[config.mk]
export PLATFORM = sky130hd
export DESIGN_NAME = pipe_stage_reg
export DESIGN_NICKNAME = d
export VERILOG_FILES = /design/src/rtl/pipe_stage_reg.sv
export SDC_FILE = /design/constraint.sdc
export NUM_CORES = 1
export LEC_CHECK = 0
export ABC_AREA = 1
export CAP_MARGIN = 20
export CORE_AREA = 3 3 260 262
export DETAILED_ROUTE_END_ITERATION = 6
export DIE_AREA = 0 0 263 265
export MAX_ROUTING_LAYER = met4
export PLACE_DENSITY_LB_ADDON = 0.1
export SLEW_MARGIN = 30
export SYNTH_ARGS = -nofsm -noshare
export SYNTH_HDL_FRONTEND = slang
export SYNTH_SLANG_ARGS = --single-unit
[constraint.sdc]
create_clock -name clk -period 2.2 [get_ports clk]
set_clock_uncertainty 0.05 [all_clocks]
set_input_delay 0.33 -clock clk [delete_from_list [all_inputs] [get_ports clk]]
set_output_delay 0.33 -clock clk [all_outputs]
set_load 0.005 [all_outputs]
[src/rtl/pipe_stage_reg.sv]
// Generic pipeline stage register with valid/ready handshake, stall,
// flush/bubble insertion and an optional skid slot.
// The control field reads as zero whenever the stage holds no valid
// instruction, so a bubble never triggers downstream side effects.
module pipe_stage_reg #(
    parameter int CTRL_W   = 8,
    parameter int DATA_W   = 64,
    parameter int NUM_DATA = 5,
    parameter int SKID     = 0
) (
    input  logic                         clk,
    input  logic                         reset,
    input  logic                         flush,
    input  logic                         in_valid,
    output logic                         in_ready,
    input  logic [CTRL_W-1:0]            ctrl_in,
    input  logic [NUM_DATA*DATA_W-1:0]   data_in,
    output logic                         out_valid,
    input  logic                         out_ready,
    output logic [CTRL_W-1:0]            ctrl_out,
    output logic [NUM_DATA*DATA_W-1:0]   data_out
);

    localparam int PW = NUM_DATA * DATA_W;

    typedef enum logic [1:0] {
        EMPTY     = 2'd0,
        FULL      = 2'd1,
        SKID_FULL = 2'd2
    } state_t;

    state_t              state_q, state_d;
    logic [CTRL_W-1:0]   ctrl_q, ctrl_d;
    logic [PW-1:0]       data_q, data_d;
    logic [CTRL_W-1:0]   skid_ctrl_q, skid_ctrl_d;
    logic [PW-1:0]       skid_data_q, skid_data_d;
    logic                accept;
    logic                drain;

    assign out_valid = (state_q != EMPTY);
    assign ctrl_out  = ctrl_q;
    assign data_out  = data_q;
    assign accept    = in_valid & in_ready;
    assign drain     = out_valid & out_ready;

    // Upstream ready: combinational pass-through without a skid slot,
    // purely registered (state-derived) when the skid slot exists.
    always_comb begin
        if (SKID != 0) begin
            in_ready = (state_q != SKID_FULL);
        end else begin
            in_ready = out_ready | ~out_valid;
        end
    end

    // Next-state and slot contents; flush overrides every transition.
    always_comb begin
        state_d     = state_q;
        ctrl_d      = ctrl_q;
        data_d      = data_q;
        skid_ctrl_d = skid_ctrl_q;
        skid_data_d = skid_data_q;
        if (flush) begin
            state_d     = EMPTY;
            ctrl_d      = '0;
            skid_ctrl_d = '0;
        end else begin
            case (state_q)
                EMPTY: begin
                    if (accept) begin
                        state_d = FULL;
                        ctrl_d  = ctrl_in;
                        data_d  = data_in;
                    end
                end
                FULL: begin
                    if (drain && accept) begin
                        ctrl_d = ctrl_in;
                        data_d = data_in;
                    end else if (drain) begin
                        // Bubble: control cleared, data left as-is.
                        state_d = EMPTY;
                        ctrl_d  = '0;
                    end else if (accept && (SKID != 0)) begin
                        state_d     = SKID_FULL;
                        skid_ctrl_d = ctrl_in;
                        skid_data_d = data_in;
                    end
                end
                SKID_FULL: begin
                    if (drain) begin
                        state_d     = FULL;
                        ctrl_d      = skid_ctrl_q;
                        data_d      = skid_data_q;
                        skid_ctrl_d = '0;
                    end
                end
                default: begin
                    state_d = EMPTY;
                    ctrl_d  = '0;
                end
            endcase
        end
    end

    // State and slot registers with asynchronous active-low reset.
    always_ff @(posedge clk or negedge reset) begin
        if (!reset) begin
            state_q     <= EMPTY;
            ctrl_q      <= '0;
            data_q      <= '0;
            skid_ctrl_q <= '0;
            skid_data_q <= '0;
        end else begin
            state_q     <= state_d;
            ctrl_q      <= ctrl_d;
            data_q      <= data_d;
            skid_ctrl_q <= skid_ctrl_d;
            skid_data_q <= skid_data_d;
        end
    end

endmodule

==> impl_metrics.toml <==
[status]
status = "complete, no violations"

[min_path]
hold_class = "input pin to asynchronous set/reset pin"

[finish]
utilization_pct = 33.8
drive_gt1_share_pct = 5.55
layout_common_cells = "clkdlybuf4s50_1 (661), nand2_1 (650), nand3_1 (336)"
area_delta_synth_final_pct = 71.2
fill_cells = 6751
nets = 2414
final_common_cell = "clkdlybuf4s50_1"

[global_route]
grt_pass1_wl_um = 87000
grt_max_degree = 86
grt_usage_pct = 16.8
grt_pass1_vias = 12900
overflow = 0
antenna_found_initial = 4

[power]
leakage_uw = 0.0105
p_per_area_mw_per_mm2 = 823
max-vdd-ir-drop_mv = 0.449
power_uw = 18300

[yosys]
synth_fp_nets = 1763
yosys-top-cells-area = "dfrtp_1 (63%), nand2_1 (19%), nand3_1 (13%), buf_2 (3.1%), buf_4 (1.2%)"
yosysTopAreaCellShare_pct = 63.4
synth_area_leader_cell = "dfrtp_1"
syn_area_mm2 = 0.0130
yosysWarnings = 0
yosys_register_bits = 329
seq_area_frac_synth_pct = 63.4
syn_avg_cell_area_um2 = 9.07
synthCells = 1430
synth_cell_types = 11

[placed_design]
io_buffers = 662
gp_routability_congestion = 0.789
preCtsSetupSlack_ns = 0.132
dp.final_hpwl_um = 42900

[timing]
grt_setup_unrepaired = "false"
drv_slew = 0
max_freq_ghz = 0.472
final.min_clock_period_ns = 2.12
max_slew_margin_pct = 66.5
hold_viol = 0
finalWorstSetupSlack_ns = 0.0823
fin_setup_tns_ns = 0
finalSetupViolCount = 0
period_share_pct = 96.3
worst_pin_slew_ns = 0.501

[routing]
drc = 0
wl_per_cell_um = 19.6
ant_nets = 0
vias = 12400
avgViaCountPerCell = 4.15
drt_iter0_drc = 564
firstDrtPassIters = 5
finalWirelength_um = 58400

[floorplan]
coreArea_mm2 = 0.0656
dieArea_mm2 = 0.0697
die_y_um = 265
start_util_pct = 19.8
ioPinCount = 663
die_w_um = 263
rows = 94

[worst_setup_path]
r2r-start = "state_q[0]$_DFFE_PN0P_"
r2r-end = "ctrl_out[1]$_DFFE_PN0P_"
end_kind = "output port"
cp.arrival_ns = 1.74
critPathLaunch = "state_q[0]$_DFFE_PN0P_"
rrSetupSlack_ns = 0.65
path_max_fanout = 15
reg2regPathDepth = 5
critPathRequiredTime_ns = 1.82
crit_type = "flip-flop to output port"
start_kind = "flip-flop"

[cts]
clk_latency_ns = 0.54
ctsLongestPathBuffers = 3
clk_pin_slew_ns = 0.06
cts_buffers = 42
clkSinkCount = 329
cts-root-buf = "clkbuf_16"
ctsResizeCount = 0
postCtsSetupBuffers = 0
cts_tree = "yes"
h-tree-depth = 2

[run]
drv_cap = 0
[metrics by stage]
stage	hold slack [ns]	instance area, um2	instances
floorplan	-0.0156	13000	1430
global placement	0.229	20900	2900
detailed placement	0.235	20900	2900
CTS	0.210	22200	2973
global route	0.233	22200	2977
finish	0.241	22200	2977
[worst max-delay path: stages (launching register included)]
cell and delay (ns):
dfrtp_1 0.45, nand2_8 0.21, clkdlybuf4s50_1 0.54
[sequential cells by signal, summed over array words and instances, names as in the netlist]
name / count
ctrl_out: 8
data_out: 320
state_q: 1
[kinds of logic (layout without fill, tap and decap cells)]
kind of cell           after synthesis  after routing  synth area share, %
and+or+nand+nor                    989            989                 31.9
DFF                                329            329                 63.4
buffers and inverters              111            790                 4.57
AOI/OAI and AO/OA                    1              1               0.0385
other                                0              4                    0
[timing repair]
item | CTS | global route
hold buffers | 1 | 0
endpoints found under the setup margin | 0 | 0
endpoints found under the hold margin | 36 | 0
[power breakdown]
group | internal [uW] | leakage, uW | total (uW) | switching [uW]
combinational | 2450 | 0.00573 | 4150 | 1700
sequential | 6920 | 0.00408 | 7400 | 482
clock | 4020 | 0.000656 | 6730 | 2700
[worst max path at each step]
stage | to | slack (ns) | depth (start not counted)
finish | in_ready | 0.08 | 2
global route | in_ready | 0.004 | 2
CTS | in_ready | 0.002 | 2
detailed placement | data_out[156]$_DFFE_PN0P_ | 0.13 | 7
global placement | data_out[156]$_DFFE_PN0P_ | 0.15 | 7
floorplan | in_ready | 1.02 | 2
[layer usage]
layer	wire [um]	vias up	track usage, %	part of all wire, %
met3	4310	68	5.05	7.4
met1	23700	5977	19.7	41
li1	-	5896	-	-
met2	29200	425	28.2	50
met4	1160	0	4.46	2.0
met5	0	-	-	0
[cells in the mapped netlist]
cell type	count
a21oi_1	1
buf_1	2
buf_2	81
buf_4	20
clkbuf_1	4
dfrtp_1	329
inv_1	4
nand2_1	650
nand2_2	2
nand3_1	336
nor2_4	1
[cell type report]
| cell class | instances | area, um2 | area share (%) |
|---|---|---|---|
| diodes | 4 | 10.0 | 0.0451 |
| clock inverters | 9 | 80.1 | 0.361 |
| repair buffers | 714 | 7360 | 33.1 |
| well taps | 864 | 1080 | 4.87 |
| clock buffers | 63 | 1250 | 5.63 |
| inverters | 4 | 15.0 | 0.0676 |
| multi-input cells | 990 | 4180 | 18.8 |
| flip-flops and latches | 329 | 8230 | 37.1 |
(Power assumes the default switching activity.)
